<file path="config.mk">
export PLATFORM = sky130hd
export DESIGN_NAME = axi_stream_to_mem_flat
export DESIGN_NICKNAME = d
export VERILOG_FILES = /design/src/rtl/axi_stream_to_mem_pkg.sv /design/src/rtl/axi_stream_to_mem_if.sv /design/src/rtl/axi_stream_to_mem_fifo.sv /design/src/rtl/axi_stream_to_mem.sv /design/src/flat_wrapper.sv
export SDC_FILE = /design/constraint.sdc
export NUM_CORES = 1
export LEC_CHECK = 0
export ABC_AREA = 1
export BUFFER_PORTS_ARGS = -buffer_cell sky130_fd_sc_hd__buf_2
export CAP_MARGIN = 20
export CORE_ASPECT_RATIO = 1.2
export CORE_UTILIZATION = 50
export CTS_CLUSTER_SIZE = 14
export DETAILED_ROUTE_END_ITERATION = 10
export PLACE_DENSITY = 0.67
export REMOVE_ABC_BUFFERS = 1
export SYNTH_ARGS = -nofsm -noshare
export SYNTH_HDL_FRONTEND = slang
export SYNTH_SLANG_ARGS = --single-unit
</file>
<file path="constraint.sdc">
create_clock -name ACLK -period 16.2 [get_ports ACLK]
set_clock_uncertainty 0.1 [all_clocks]
set_input_delay 4.05 -clock ACLK [delete_from_list [all_inputs] [get_ports ACLK]]
set_output_delay 4.05 -clock ACLK [all_outputs]
set_load 0.005 [all_outputs]
</file>
<file path="src/rtl/axi_stream_to_mem_pkg.sv">
// axi_stream_to_mem_pkg: CSR offsets, AXI encodings and FSM states shared by the stream-to-memory engine
package axi_stream_to_mem_pkg;
    localparam logic [4:0] CSR_CTRL   = 5'h00;
    localparam logic [4:0] CSR_STATUS = 5'h04;
    localparam logic [4:0] CSR_START  = 5'h08;
    localparam logic [4:0] CSR_END    = 5'h0C;
    localparam logic [4:0] CSR_COUNT  = 5'h10;
    localparam logic [4:0] CSR_CHUNK  = 5'h14;
    localparam logic [1:0] BURST_INCR  = 2'b01;
    localparam logic [1:0] LOCK_NORMAL = 2'b00;
    localparam logic [1:0] RESP_OKAY   = 2'b00;
    localparam logic [2:0] ST_IDLE = 3'd0;
    localparam logic [2:0] ST_WAIT = 3'd1;
    localparam logic [2:0] ST_AW   = 3'd2;
    localparam logic [2:0] ST_W    = 3'd3;
    localparam logic [2:0] ST_B    = 3'd4;
    function automatic logic [31:0] strb_merge(input logic [31:0] q, input logic [31:0] d, input logic [3:0] s);
        for (int i = 0; i < 4; i++)
            if (s[i]) q[i*8 +: 8] = d[i*8 +: 8];
        return q;
    endfunction
    function automatic logic [4:0] min5(input logic [4:0] a, input logic [4:0] b);
        return a < b ? a : b;
    endfunction
endpackage

</file>
<file path="src/rtl/axi_stream_to_mem_if.sv">
// axi_stream_to_mem_if: AXI3 write-only, AXI4-Stream and APB bundles used by the stream-to-memory engine
interface axi_wr_if #(parameter int CID = 2, parameter int ID = 4, parameter int AD = 32, parameter int DA = 64);
    logic [CID-1:0]  M_MID;
    logic [ID-1:0]   M_AWID;
    logic [AD-1:0]   M_AWADDR;
    logic [3:0]      M_AWLEN;
    logic [2:0]      M_AWSIZE;
    logic [1:0]      M_AWBURST;
    logic [1:0]      M_AWLOCK;
    logic            M_AWVALID;
    logic            M_AWREADY;
    logic [ID-1:0]   M_WID;
    logic [DA-1:0]   M_WDATA;
    logic [DA/8-1:0] M_WSTRB;
    logic            M_WLAST;
    logic            M_WVALID;
    logic            M_WREADY;
    logic [ID-1:0]   M_BID;
    logic [1:0]      M_BRESP;
    logic            M_BVALID;
    logic            M_BREADY;
    modport master(
        output M_MID, M_AWID, M_AWADDR, M_AWLEN, M_AWSIZE, M_AWBURST, M_AWLOCK, M_AWVALID,
               M_WID, M_WDATA, M_WSTRB, M_WLAST, M_WVALID, M_BREADY,
        input  M_AWREADY, M_WREADY, M_BID, M_BRESP, M_BVALID
    );
    modport slave(
        input  M_MID, M_AWID, M_AWADDR, M_AWLEN, M_AWSIZE, M_AWBURST, M_AWLOCK, M_AWVALID,
               M_WID, M_WDATA, M_WSTRB, M_WLAST, M_WVALID, M_BREADY,
        output M_AWREADY, M_WREADY, M_BID, M_BRESP, M_BVALID
    );
endinterface

interface axis_if #(parameter int DW = 64);
    logic            AXIS_TREADY;
    logic            AXIS_TVALID;
    logic [DW-1:0]   AXIS_TDATA;
    logic [DW/8-1:0] AXIS_TSTRB;
    logic            AXIS_TLAST;
    logic            AXIS_TSTART;
    modport master(output AXIS_TVALID, AXIS_TDATA, AXIS_TSTRB, AXIS_TLAST, AXIS_TSTART, input AXIS_TREADY);
    modport slave(input AXIS_TVALID, AXIS_TDATA, AXIS_TSTRB, AXIS_TLAST, AXIS_TSTART, output AXIS_TREADY);
endinterface

interface apb_if;
    logic        PSEL;
    logic        PENABLE;
    logic        PWRITE;
    logic [31:0] PADDR;
    logic [31:0] PWDATA;
    logic [3:0]  PSTRB;
    logic [2:0]  PPROT;
    logic [31:0] PRDATA;
    logic        PREADY;
    logic        PSLVERR;
    modport master(output PSEL, PENABLE, PWRITE, PADDR, PWDATA, PSTRB, PPROT, input PRDATA, PREADY, PSLVERR);
    modport slave(input PSEL, PENABLE, PWRITE, PADDR, PWDATA, PSTRB, PPROT, output PRDATA, PREADY, PSLVERR);
endinterface

</file>
<file path="src/rtl/axi_stream_to_mem_fifo.sv">
// axi_stream_to_mem_fifo: show-ahead synchronous FIFO with occupancy count and synchronous flush
module axi_stream_to_mem_fifo #(
    parameter int W     = 8,
    parameter int DEPTH = 16,
    localparam int AW   = $clog2(DEPTH)
) (
    input  logic         clk,
    input  logic         rst_n,
    input  logic         clr,
    input  logic         push,
    input  logic [W-1:0] din,
    input  logic         pop,
    output logic [W-1:0] dout,
    output logic         full,
    output logic [AW:0]  count
);
    logic [W-1:0] mem [DEPTH];
    logic [AW:0]  wp, rp;
    assign count = wp - rp;
    assign full  = count[AW];
    assign dout  = mem[rp[AW-1:0]];
    always_ff @(posedge clk or negedge rst_n) begin
        if (!rst_n) begin
            wp <= '0;
            rp <= '0;
        end else if (clr) begin
            wp <= '0;
            rp <= '0;
        end else begin
            if (push && !full) wp <= wp + (AW+1)'(1);
            if (pop && count != '0) rp <= rp + (AW+1)'(1);
        end
    end
    always_ff @(posedge clk)
        if (push && !full) mem[wp[AW-1:0]] <= din;
endmodule

</file>
<file path="src/rtl/axi_stream_to_mem.sv">
// axi_stream_to_mem: stores one AXI4-Stream packet to memory via AXI3 write bursts, APB-controlled
module axi_stream_to_mem
    import axi_stream_to_mem_pkg::*;
#(
    parameter int AXI_MST_ID      = 1,
    parameter int AXI_WIDTH_CID   = 2,
    parameter int AXI_WIDTH_ID    = 4,
    parameter int AXI_WIDTH_AD    = 32,
    parameter int AXI_WIDTH_DA    = 64,
    parameter int AXIS_WIDTH_DATA = 64,
    parameter int AXIS_WIDTH_DS   = AXIS_WIDTH_DATA/8,
    parameter int FIFO_DEPTH      = 16
) (
    input  logic     ARESETn,
    input  logic     ACLK,
    axi_wr_if.master m_axi,
    axis_if.slave    s_axis,
    apb_if.slave     s_apb,
    output logic     IRQ
);
    localparam int BYTES = AXI_WIDTH_DA/8;
    localparam int SZ    = $clog2(BYTES);
    localparam int FW    = AXI_WIDTH_DA + BYTES + 1;
    localparam int CW    = $clog2(FIFO_DEPTH) + 1;
    logic [2:0]  state;
    logic        ie, done, err, irq, started, last_seen, burst_last;
    logic [31:0] start_q, end_q, byte_cnt, addr, rdata, rem, blen, next_addr;
    logic [4:0]  chunk_q, len, beat, chunk_b, rem_b, to4k_b, want;
    logic [12:0] to4k;
    logic [CW-1:0] fifo_cnt;
    logic [FW-1:0] fifo_dout;
    logic [AXI_WIDTH_DA-1:0] w_data;
    logic [BYTES-1:0] w_strb;
    logic        w_last, fifo_full, busy, wr, go, push, pop, have, wlast;
    logic [4:0]  ofs;
    logic        unused;
    assign busy = state != ST_IDLE;
    assign ofs  = s_apb.PADDR[4:0];
    assign wr   = s_apb.PSEL && s_apb.PENABLE && s_apb.PWRITE;
    assign go   = wr && ofs == CSR_CTRL && s_apb.PSTRB[0] && s_apb.PWDATA[0] && !busy;
    assign s_axis.AXIS_TREADY = busy && !fifo_full && !last_seen;
    // beats ahead of the packet's first beat are accepted and dropped
    assign push = s_axis.AXIS_TVALID && s_axis.AXIS_TREADY && (started || s_axis.AXIS_TSTART);
    assign pop  = state == ST_W && m_axi.M_WREADY;
    assign {w_data, w_strb, w_last} = fifo_dout;
    axi_stream_to_mem_fifo #(.W(FW), .DEPTH(FIFO_DEPTH)) u_fifo (
        .clk   (ACLK),
        .rst_n (ARESETn),
        .clr   (go),
        .push  (push),
        .din   ({s_axis.AXIS_TDATA, s_axis.AXIS_TSTRB, s_axis.AXIS_TLAST}),
        .pop   (pop),
        .dout  (fifo_dout),
        .full  (fifo_full),
        .count (fifo_cnt)
    );
    // burst length limited by CHUNK, remaining window to END and the next 4 KB page
    assign rem       = end_q > addr ? (end_q - addr) >> SZ : '0;
    assign to4k      = (13'h1000 - {1'b0, addr[11:0]}) >> SZ;
    assign rem_b     = rem > 32'd16 ? 5'd16 : rem[4:0];
    assign to4k_b    = to4k > 13'd16 ? 5'd16 : to4k[4:0];
    assign chunk_b   = (chunk_q == 5'd0 || chunk_q > 5'd16) ? 5'd16 : chunk_q;
    assign want      = min5(min5(chunk_b, rem_b), to4k_b);
    assign have      = 32'(fifo_cnt) >= 32'(want);
    assign blen      = 32'(len) << SZ;
    assign next_addr = addr + blen;
    assign wlast     = state == ST_W && beat == len - 5'd1;
    assign m_axi.M_MID     = AXI_WIDTH_CID'(AXI_MST_ID);
    assign m_axi.M_AWID    = '0;
    assign m_axi.M_WID     = '0;
    assign m_axi.M_AWADDR  = AXI_WIDTH_AD'(addr);
    assign m_axi.M_AWLEN   = 4'(len - 5'd1);
    assign m_axi.M_AWSIZE  = 3'(SZ);
    assign m_axi.M_AWBURST = BURST_INCR;
    assign m_axi.M_AWLOCK  = LOCK_NORMAL;
    assign m_axi.M_AWVALID = state == ST_AW;
    assign m_axi.M_WDATA   = w_data;
    assign m_axi.M_WSTRB   = w_strb;
    assign m_axi.M_WLAST   = wlast;
    assign m_axi.M_WVALID  = state == ST_W;
    assign m_axi.M_BREADY  = state == ST_B;
    assign s_apb.PREADY    = 1'b1;
    assign s_apb.PSLVERR   = 1'b0;
    assign IRQ = irq;
    assign unused = &{1'b0, m_axi.M_BID, s_apb.PPROT, s_apb.PADDR[31:5]};
    always_comb begin
        rdata = '0;
        case (ofs)
            CSR_CTRL:   rdata = {30'd0, ie, busy};
            CSR_STATUS: rdata = {29'd0, err, done, busy};
            CSR_START:  rdata = start_q;
            CSR_END:    rdata = end_q;
            CSR_COUNT:  rdata = byte_cnt;
            CSR_CHUNK:  rdata = {27'd0, chunk_q};
            default:    rdata = '0;
        endcase
    end
    assign s_apb.PRDATA = (s_apb.PSEL && s_apb.PENABLE && !s_apb.PWRITE) ? rdata : '0;
    always_ff @(posedge ACLK or negedge ARESETn) begin
        if (!ARESETn) begin
            state      <= ST_IDLE;
            ie         <= 1'b0;
            done       <= 1'b0;
            err        <= 1'b0;
            irq        <= 1'b0;
            start_q    <= '0;
            end_q      <= '0;
            chunk_q    <= '0;
            byte_cnt   <= '0;
            addr       <= '0;
            len        <= '0;
            beat       <= '0;
            started    <= 1'b0;
            last_seen  <= 1'b0;
            burst_last <= 1'b0;
        end else begin
            irq <= ie & (done | err);
            if (wr) begin
                if (ofs == CSR_CTRL && s_apb.PSTRB[0]) ie <= s_apb.PWDATA[1];
                if (ofs == CSR_STATUS && s_apb.PSTRB[0]) begin
                    done <= done & ~s_apb.PWDATA[1];
                    err  <= err & ~s_apb.PWDATA[2];
                end
                if (ofs == CSR_START) start_q <= strb_merge(start_q, s_apb.PWDATA, s_apb.PSTRB) & ~32'(BYTES - 1);
                if (ofs == CSR_END) end_q <= strb_merge(end_q, s_apb.PWDATA, s_apb.PSTRB);
                if (ofs == CSR_CHUNK && s_apb.PSTRB[0]) chunk_q <= s_apb.PWDATA[4:0];
            end
            if (go) begin
                state     <= ST_WAIT;
                addr      <= start_q;
                byte_cnt  <= '0;
                started   <= 1'b0;
                last_seen <= 1'b0;
            end
            if (push) begin
                started   <= 1'b1;
                last_seen <= last_seen | s_axis.AXIS_TLAST;
            end
            // status set below overrides a same-cycle W1C
            case (state)
                ST_WAIT:
                    if (rem == '0) begin
                        done  <= 1'b1;
                        state <= ST_IDLE;
                    end else if (have || (last_seen && fifo_cnt != '0)) begin
                        len   <= have ? want : 5'(fifo_cnt);
                        state <= ST_AW;
                    end
                ST_AW:
                    if (m_axi.M_AWREADY) begin
                        beat       <= '0;
                        burst_last <= 1'b0;
                        state      <= ST_W;
                    end
                ST_W:
                    if (m_axi.M_WREADY) begin
                        beat       <= beat + 5'd1;
                        burst_last <= burst_last | w_last;
                        if (wlast) state <= ST_B;
                    end
                ST_B:
                    if (m_axi.M_BVALID) begin
                        addr     <= next_addr;
                        byte_cnt <= byte_cnt + blen;
                        if (m_axi.M_BRESP != RESP_OKAY) err <= 1'b1;
                        if (m_axi.M_BRESP != RESP_OKAY || burst_last || next_addr >= end_q) begin
                            done  <= 1'b1;
                            state <= ST_IDLE;
                        end else state <= ST_WAIT;
                    end
                default: ;
            endcase
        end
    end
endmodule

</file>
<file path="src/flat_wrapper.sv">
// flat-port wrapper written by rule: the top's interface ports become plain ports
module axi_stream_to_mem_flat import axi_stream_to_mem_pkg::*;
#(
    parameter int AXI_MST_ID      = 1,
    parameter int AXI_WIDTH_CID   = 2,
    parameter int AXI_WIDTH_ID    = 4,
    parameter int AXI_WIDTH_AD    = 32,
    parameter int AXI_WIDTH_DA    = 64,
    parameter int AXIS_WIDTH_DATA = 64,
    parameter int AXIS_WIDTH_DS   = AXIS_WIDTH_DATA/8,
    parameter int FIFO_DEPTH      = 16
)
  (ARESETn, ACLK, IRQ, m_axi_M_MID, m_axi_M_AWID, m_axi_M_AWADDR, m_axi_M_AWLEN, m_axi_M_AWSIZE, m_axi_M_AWBURST, m_axi_M_AWLOCK, m_axi_M_AWVALID, m_axi_M_WID, m_axi_M_WDATA, m_axi_M_WSTRB, m_axi_M_WLAST, m_axi_M_WVALID, m_axi_M_BREADY, m_axi_M_AWREADY, m_axi_M_WREADY, m_axi_M_BID, m_axi_M_BRESP, m_axi_M_BVALID, s_axis_AXIS_TVALID, s_axis_AXIS_TDATA, s_axis_AXIS_TSTRB, s_axis_AXIS_TLAST, s_axis_AXIS_TSTART, s_axis_AXIS_TREADY, s_apb_PSEL, s_apb_PENABLE, s_apb_PWRITE, s_apb_PADDR, s_apb_PWDATA, s_apb_PSTRB, s_apb_PPROT, s_apb_PRDATA, s_apb_PREADY, s_apb_PSLVERR);
  axi_wr_if m_axi_i ();
  axis_if s_axis_i ();
  apb_if s_apb_i ();
  input  logic ARESETn;
  input  logic ACLK;
  output logic IRQ;
  output wire logic [$bits(m_axi_i.M_MID)-1:0] m_axi_M_MID;
  output wire logic [$bits(m_axi_i.M_AWID)-1:0] m_axi_M_AWID;
  output wire logic [$bits(m_axi_i.M_AWADDR)-1:0] m_axi_M_AWADDR;
  output wire logic [$bits(m_axi_i.M_AWLEN)-1:0] m_axi_M_AWLEN;
  output wire logic [$bits(m_axi_i.M_AWSIZE)-1:0] m_axi_M_AWSIZE;
  output wire logic [$bits(m_axi_i.M_AWBURST)-1:0] m_axi_M_AWBURST;
  output wire logic [$bits(m_axi_i.M_AWLOCK)-1:0] m_axi_M_AWLOCK;
  output wire logic [$bits(m_axi_i.M_AWVALID)-1:0] m_axi_M_AWVALID;
  output wire logic [$bits(m_axi_i.M_WID)-1:0] m_axi_M_WID;
  output wire logic [$bits(m_axi_i.M_WDATA)-1:0] m_axi_M_WDATA;
  output wire logic [$bits(m_axi_i.M_WSTRB)-1:0] m_axi_M_WSTRB;
  output wire logic [$bits(m_axi_i.M_WLAST)-1:0] m_axi_M_WLAST;
  output wire logic [$bits(m_axi_i.M_WVALID)-1:0] m_axi_M_WVALID;
  output wire logic [$bits(m_axi_i.M_BREADY)-1:0] m_axi_M_BREADY;
  input wire logic [$bits(m_axi_i.M_AWREADY)-1:0] m_axi_M_AWREADY;
  input wire logic [$bits(m_axi_i.M_WREADY)-1:0] m_axi_M_WREADY;
  input wire logic [$bits(m_axi_i.M_BID)-1:0] m_axi_M_BID;
  input wire logic [$bits(m_axi_i.M_BRESP)-1:0] m_axi_M_BRESP;
  input wire logic [$bits(m_axi_i.M_BVALID)-1:0] m_axi_M_BVALID;
  input wire logic [$bits(s_axis_i.AXIS_TVALID)-1:0] s_axis_AXIS_TVALID;
  input wire logic [$bits(s_axis_i.AXIS_TDATA)-1:0] s_axis_AXIS_TDATA;
  input wire logic [$bits(s_axis_i.AXIS_TSTRB)-1:0] s_axis_AXIS_TSTRB;
  input wire logic [$bits(s_axis_i.AXIS_TLAST)-1:0] s_axis_AXIS_TLAST;
  input wire logic [$bits(s_axis_i.AXIS_TSTART)-1:0] s_axis_AXIS_TSTART;
  output wire logic [$bits(s_axis_i.AXIS_TREADY)-1:0] s_axis_AXIS_TREADY;
  input wire logic [$bits(s_apb_i.PSEL)-1:0] s_apb_PSEL;
  input wire logic [$bits(s_apb_i.PENABLE)-1:0] s_apb_PENABLE;
  input wire logic [$bits(s_apb_i.PWRITE)-1:0] s_apb_PWRITE;
  input wire logic [$bits(s_apb_i.PADDR)-1:0] s_apb_PADDR;
  input wire logic [$bits(s_apb_i.PWDATA)-1:0] s_apb_PWDATA;
  input wire logic [$bits(s_apb_i.PSTRB)-1:0] s_apb_PSTRB;
  input wire logic [$bits(s_apb_i.PPROT)-1:0] s_apb_PPROT;
  output wire logic [$bits(s_apb_i.PRDATA)-1:0] s_apb_PRDATA;
  output wire logic [$bits(s_apb_i.PREADY)-1:0] s_apb_PREADY;
  output wire logic [$bits(s_apb_i.PSLVERR)-1:0] s_apb_PSLVERR;
  assign m_axi_M_MID = m_axi_i.M_MID;
  assign m_axi_M_AWID = m_axi_i.M_AWID;
  assign m_axi_M_AWADDR = m_axi_i.M_AWADDR;
  assign m_axi_M_AWLEN = m_axi_i.M_AWLEN;
  assign m_axi_M_AWSIZE = m_axi_i.M_AWSIZE;
  assign m_axi_M_AWBURST = m_axi_i.M_AWBURST;
  assign m_axi_M_AWLOCK = m_axi_i.M_AWLOCK;
  assign m_axi_M_AWVALID = m_axi_i.M_AWVALID;
  assign m_axi_M_WID = m_axi_i.M_WID;
  assign m_axi_M_WDATA = m_axi_i.M_WDATA;
  assign m_axi_M_WSTRB = m_axi_i.M_WSTRB;
  assign m_axi_M_WLAST = m_axi_i.M_WLAST;
  assign m_axi_M_WVALID = m_axi_i.M_WVALID;
  assign m_axi_M_BREADY = m_axi_i.M_BREADY;
  assign m_axi_i.M_AWREADY = m_axi_M_AWREADY;
  assign m_axi_i.M_WREADY = m_axi_M_WREADY;
  assign m_axi_i.M_BID = m_axi_M_BID;
  assign m_axi_i.M_BRESP = m_axi_M_BRESP;
  assign m_axi_i.M_BVALID = m_axi_M_BVALID;
  assign s_axis_i.AXIS_TVALID = s_axis_AXIS_TVALID;
  assign s_axis_i.AXIS_TDATA = s_axis_AXIS_TDATA;
  assign s_axis_i.AXIS_TSTRB = s_axis_AXIS_TSTRB;
  assign s_axis_i.AXIS_TLAST = s_axis_AXIS_TLAST;
  assign s_axis_i.AXIS_TSTART = s_axis_AXIS_TSTART;
  assign s_axis_AXIS_TREADY = s_axis_i.AXIS_TREADY;
  assign s_apb_i.PSEL = s_apb_PSEL;
  assign s_apb_i.PENABLE = s_apb_PENABLE;
  assign s_apb_i.PWRITE = s_apb_PWRITE;
  assign s_apb_i.PADDR = s_apb_PADDR;
  assign s_apb_i.PWDATA = s_apb_PWDATA;
  assign s_apb_i.PSTRB = s_apb_PSTRB;
  assign s_apb_i.PPROT = s_apb_PPROT;
  assign s_apb_PRDATA = s_apb_i.PRDATA;
  assign s_apb_PREADY = s_apb_i.PREADY;
  assign s_apb_PSLVERR = s_apb_i.PSLVERR;
  axi_stream_to_mem #(.AXI_MST_ID(AXI_MST_ID), .AXI_WIDTH_CID(AXI_WIDTH_CID), .AXI_WIDTH_ID(AXI_WIDTH_ID), .AXI_WIDTH_AD(AXI_WIDTH_AD), .AXI_WIDTH_DA(AXI_WIDTH_DA), .AXIS_WIDTH_DATA(AXIS_WIDTH_DATA), .AXIS_WIDTH_DS(AXIS_WIDTH_DS), .FIFO_DEPTH(FIFO_DEPTH)) u_core (.ARESETn(ARESETn), .ACLK(ACLK), .m_axi(m_axi_i), .s_axis(s_axis_i), .s_apb(s_apb_i), .IRQ(IRQ));
endmodule
</file>
======== Word-level counts from Yosys, hierarchy flattened ========
Memory sizes are Yosys's and may differ from the RTL's.
Index checks and enable logic that the tools add are counted.
operators by class
  add/sub/neg operators ................... 9
  order comparisons ....................... 8
  eq/ne operators ......................... 12
  multiplexer cells ....................... 50
  bitwise logic cells ..................... 9
  reductions and logical operators ........ 50
operators with widths
  cell                                                 number
  2-to-1 mux 32 bit                                    7
  case mux 32 bit (6 select lines)                     1
  adder 32 x 8 -> 32 bit                               2
  2-to-1 mux 5 bit                                     12
  >= comparator 32 bit                                 1
  > comparator 32 bit                                  1
  > comparator 32 x 5 -> 1 bit, second input constant  1
  logical NOT 32 bit                                   1
  subtractor 32 bit                                    1
  AND reduction 3 bit                                  10
  2-to-1 mux 29 bit                                    1
  2-to-1 mux 3 bit                                     7
  logical AND 1 bit                                    19
  2-to-1 mux 1 bit                                     18
  adder 5 x 1 -> 5 bit, second input constant          3
  subtractor 13 x 12 -> 13 bit, first input constant   1
  case mux 3 bit (4 select lines)                      1
  == test 5 x 4 -> 1 bit, second input constant        2
  == test 5 bit, second input constant                 2
  > comparator 10 x 5 -> 1 bit, second input constant  1
  logical NOT 5 bit                                    2
  less-than comparator 5 bit                           2
  case mux 5 bit (2 select lines)                      1
  nonzero test 2 bit                                   5
  19 further kinds                                     36
storage, ports and cells
  flip-flop bits (word level) ............. 160
  bits in writable memories ............... 1168
  input port bits ......................... 160
  output and inout port bits .............. 165
  word-level logic and storage cells ...... 162
  memories kept ........................... 1
memory list
  memory             depth  width  read ports  clocked after Yosys merged registers in  write ports  line                          RTL
  u_core.u_fifo.mem  16     73     1           0                                        1            axi_stream_to_mem_fifo.sv:17  logic [W-1:0] mem [DEPTH];

======== Longest topological paths before layout ========
  word-level depth ........................ 13
  gate-level depth with buffers ........... 47
  depth with buffers taken out ............ 46

======== Cells and area by module ========
A second synthesis with hierarchy kept.
unflattened totals
  cells, all modules ...................... 5206
  area total of the unflattened synthesis .. 58675.0 um^2
modules (own cells, without submodules)
  module                  times used  cells an instance  area each (um^2)  seq. area each (um^2)
  axi_stream_to_mem_fifo  1           3299               46006.6           35323.9
  axi_stream_to_mem       1           1907               12668.4           3753.6

======== Worst setup path before layout ========
OpenSTA, ideal clock, no wires.
  path kind ............................... input port to output port
  from .................................... input s_apb_PADDR[1]
  to ...................................... output s_apb_PRDATA[21]
  data arrival time ....................... 5.381 ns
  required time ........................... 12.050 ns
  setup slack ............................. 6.669 ns
  stages .................................. 9
  path buffers ............................ 2
  cells stage by stage .................... nor2_1 nand3_1 nor2_1 clkbuf_1 clkbuf_1 nand2_1 o211ai_1 nand2_1 inv_1
between the ends
  word-level cells in the longest chain between the ends .. 3
  elaborated cells between the ends (all ways) .. 8
  classes of those cells .................. eq/ne: 5; mux: 2; reduce/logical: 1
RTL lines
  item                                   line                     RTL
  start, declared                        flat_wrapper.sv:48       input wire logic [$bits(s_apb_i.PADDR)-1:0] s_apb_PADDR;
  == test 5 bit (tied with other cells)  axi_stream_to_mem.sv:88  case (ofs)
  case mux 32 bit (6 select lines) *     axi_stream_to_mem.sv:88
  2-to-1 mux 32 bit *                    axi_stream_to_mem.sv:98  assign s_apb.PRDATA = (s_apb.PSEL && s_apb.PENABLE && !s_apb.PWRITE) ? rdata : '0;
  end, declared                          flat_wrapper.sv:52       output wire logic [$bits(s_apb_i.PRDATA)-1:0] s_apb_PRDATA;
Mark *: on every way between the ends. The rest lies on a longest branch, timed or not.

======== Final worst setup path ========
  from .................................... input s_apb_PADDR[3]
  to ...................................... output s_apb_PRDATA[4]
The elaborated chain is that of the path after synthesis.

==> impl_results.md <==
* Run status: complete, no violations
* Ys Warns at 0
* Clock tree buffer depth at 3
* Worst setup EP type: primary output
* Register area at 39100 µm²
* Drt wl/cell at 21.9 µm
* First-pass GRT wire length at 230000 µm
* Min setup slack post-route at 5.38 ns
* Setup TNS Final at 0 ns
* Hold crit path type: register to register
* Mapped Area at 58200 µm²
* Worst slew margin at 0.229
* Final nets at 5685
* Clock-pin slew on the worst setup and hold paths at 0.06 ns
* # rows at 136
* Vias in the first global route at 38884
* Starting DRT DRC Count at 4220
* Synth unique cells at 56
* Overall power at 0.0102 W
* Worst EP arrival at 6.67 ns
* Multi-input logic area at 16700 µm²
* All-Layer GR Usage at 0.258
* IO buf count at 271
* Initial antenna violation count at 29
* Req. time, crit path at 12.05 ns
* Most common library cells after synthesis: edfxtp_1 (1168), o21ai_0 (748), nor2_1 (744)
* H-tree depth at 4
* Critical path launch point type: input port
* Sequential fraction of the synthesis area at 0.672
* Die area at 118000 µm²
* Avg Inst Size Synth at 11.1 µm²
* Top Ports at 325
* Post-DRT Antenna Nets at 0
* Setup violations, final at 0
* Core Box Area at 115000 µm²
* Initial core utilization at 0.506
* Max VDD drop at 147 µV
* Detailed Place HPWL at 86400 µm
* CTS resizes at 0
* Final Max Tran Viols at 0
* CP max FO at 26
* Top-count cell post-synth: edfxtp_1
* Leakage power at 23.9 nW
* Layout cells sized above 1 at 0.112
* Slew @ Worst Pin at 1.16 ns
* RSZ-0062 raised after global routing: false
* Post-CTS setup buffers at 0
* CP cell instances: buf_2, inv_1, nor2_1, nand3_1, clkinv_1, a221oi_1, nor2_1, buf_2
* P&R area growth vs syn at 12.1%
* Post-synth EDFFs at 1168
* Fmax at 92.4 MHz
* Worst slack, placed at 5.45 ns
* Sink Count at 1328
* Synth Flop Type: edfxtp_1
* CTS tree: yes
* Drt first pass iters at 6
* Routability congestion estimate at 0.917
* Inserted Clock Buffers at 132
* Clock Latency Late Sink at 0.76 ns
* Clock root cell: clkbuf_16
* Max stage delay on crit path at 1.00 ns
* Biggest area consumer among synthesized cells: edfxtp_1
* Min Tclk post-route at 10.82 ns
* Post-synthesis instance total at 5229
* Largest net degree at the start of global routing at 240
* Fin. Hold Viols at 0
* Via count at 40732
* DRC Markers at 0
* Vias/cell at 5.78
* Final worst-path cycle share at 0.668
* Synth Register Bits at 1328
* Yosys top cell area share at 0.603
* Pwr dens at 156 nW/µm²
* Die Wd at 313 µm
* Max cap viols at 0
* Overflow after GRT at 0
* Critical path class: input port to primary output
* Hold buffers post-CTS at 0
* CP max stage cell: clkinv_1
* Leading cell types by total area after synthesis: edfxtp_1 (60%), dfrtp_1 (6.9%), o21ai_0 (6.4%)
* Total Routed Length at 154000 µm
* Die height at 376 µm
* Layout fillers at 9560
* Async set or reset register ratio after synthesis at 0.120
## metal layers
layer | track usage | vias to the layer above | wire (µm)
met2 | 0.434 | 1569 | 75700
met5 | 0 | - | 197
met3 | 0.0484 | 334 | 11300
li1 | - | 18936 | -
met4 | 0.0980 | 28 | 5280
met1 | 0.332 | 19865 | 61500
## per-stage QoR
step	instance area [µm²]	util	hold WS, ns	std cells
CTS	65100	0.566	0.389	7038
global placement	61000	0.530	0.368	6804
floorplan	57100	-	0.349	4959
finish	65200	0.567	0.387	7045
detailed placement	61000	0.530	0.374	6804
global route	65200	0.567	0.408	7043
## logic make-up (layout without fill, tap and decap cells)
| kind of cell | count (synthesis) | after routing | share of synthesized area |
|---|---|---|---|
| and+or+nand+nor | 1843 | 1843 | 0.132 |
| DFF | 1328 | 1328 | 0.672 |
| AOI/OAI and AO/OA | 1225 | 1225 | 0.122 |
| buffers and inverters | 682 | 959 | 0.0453 |
| adders and majority gates | 102 | 102 | 0.0223 |
| xor gates and xnor gates | 45 | 45 | 0.00677 |
| other | 2 | 23 | 0.000129 |
| muxes | 2 | 2 | 0.000344 |
## final cells by class
type                            count  area share
Sequential cell                  1328       0.599
Multi-Input combinational cell   3236       0.255
Clock buffer                      179      0.0564
Tap cell                         1518      0.0291
Timing Repair Buffer              330      0.0288
Inverter                          395      0.0230
Clock inverter                     55     0.00784
Antenna cell                        4    0.000153
## report_power, final
group | internal [W] | switching (W) | leakage [nW]
logic | 0.00105 | 0.00220 | 9.37
registers | 0.00379 | 0.000137 | 12.5
clock network | 0.00171 | 0.00127 | 2.03
## worst paths after layout
kind / cells past startpoint / end / slack [ns] / start
max in group asynchronous: 3 / u_core.end_q[31]$_DFFE_PN0P_ / 11.04 / ARESETn
setup / recovery: 8 / s_apb_PRDATA[4] / 5.38 / s_apb_PADDR[3]
hold / removal: 2 / u_core.started$_DFFE_PN0P_ / 0.39 / u_core.started$_DFFE_PN0P_
min in group asynchronous: 1 / u_core.m_axi.M_AWADDR[7]$_DFF_PN0_ / 3.19 / ARESETn
hold reg to reg: 2 / u_core.started$_DFFE_PN0P_ / 0.39 / u_core.started$_DFFE_PN0P_
setup reg to reg: 41 / u_core.len[3]$_DFFE_PN0P_ / 8.32 / u_core.m_axi.M_AWADDR[5]$_DFF_PN0_
## critical path: cells and delay by family
family / cells / cell delay, ns
AND/OR/NAND/NOR: 3 / 0.62
buffers and inverters: 4 / 1.33
AO/OA/AOI/OAI: 1 / 0.66
## cell usage in the layout (no fill, tap or decap), drive strengths merged, types with 33 or more instances in the layout
master / Yosys / final
edfxtp: 1168 / 1168
nor2: 766 / 766
nand2: 763 / 763
o21ai: 758 / 758
inv: 388 / 395
buf: 36 / 330
nand3: 215 / 215
o22ai: 188 / 188
clkbuf: 251 / 179
dfrtp: 160 / 160
o221ai: 124 / 124
ha: 99 / 99
a21oi: 71 / 71
o211ai: 48 / 48
clkinv: 7 / 44
nand4: 33 / 33
## sequential cells by signal, indices dropped and copies added (netlist names)
| signal | count |
|---|---|
| u_core.u_fifo.mem | 1168 |
| u_core.byte_cnt | 32 |
| u_core.end_q | 32 |
| u_core.m_axi.M_AWADDR | 32 |
| u_core.start_q | 29 |
| u_core.beat | 5 |
| u_core.chunk_q | 5 |
| u_core.len | 5 |
| u_core.u_fifo.rp | 5 |
| u_core.u_fifo.wp | 5 |
| u_core.state | 3 |
| u_core.IRQ | 1 |
| u_core.burst_last | 1 |
| u_core.done | 1 |
| u_core.err | 1 |
| u_core.ie | 1 |
| u_core.last_seen | 1 |
| u_core.started | 1 |
Power figures use the tool's default switching activity.
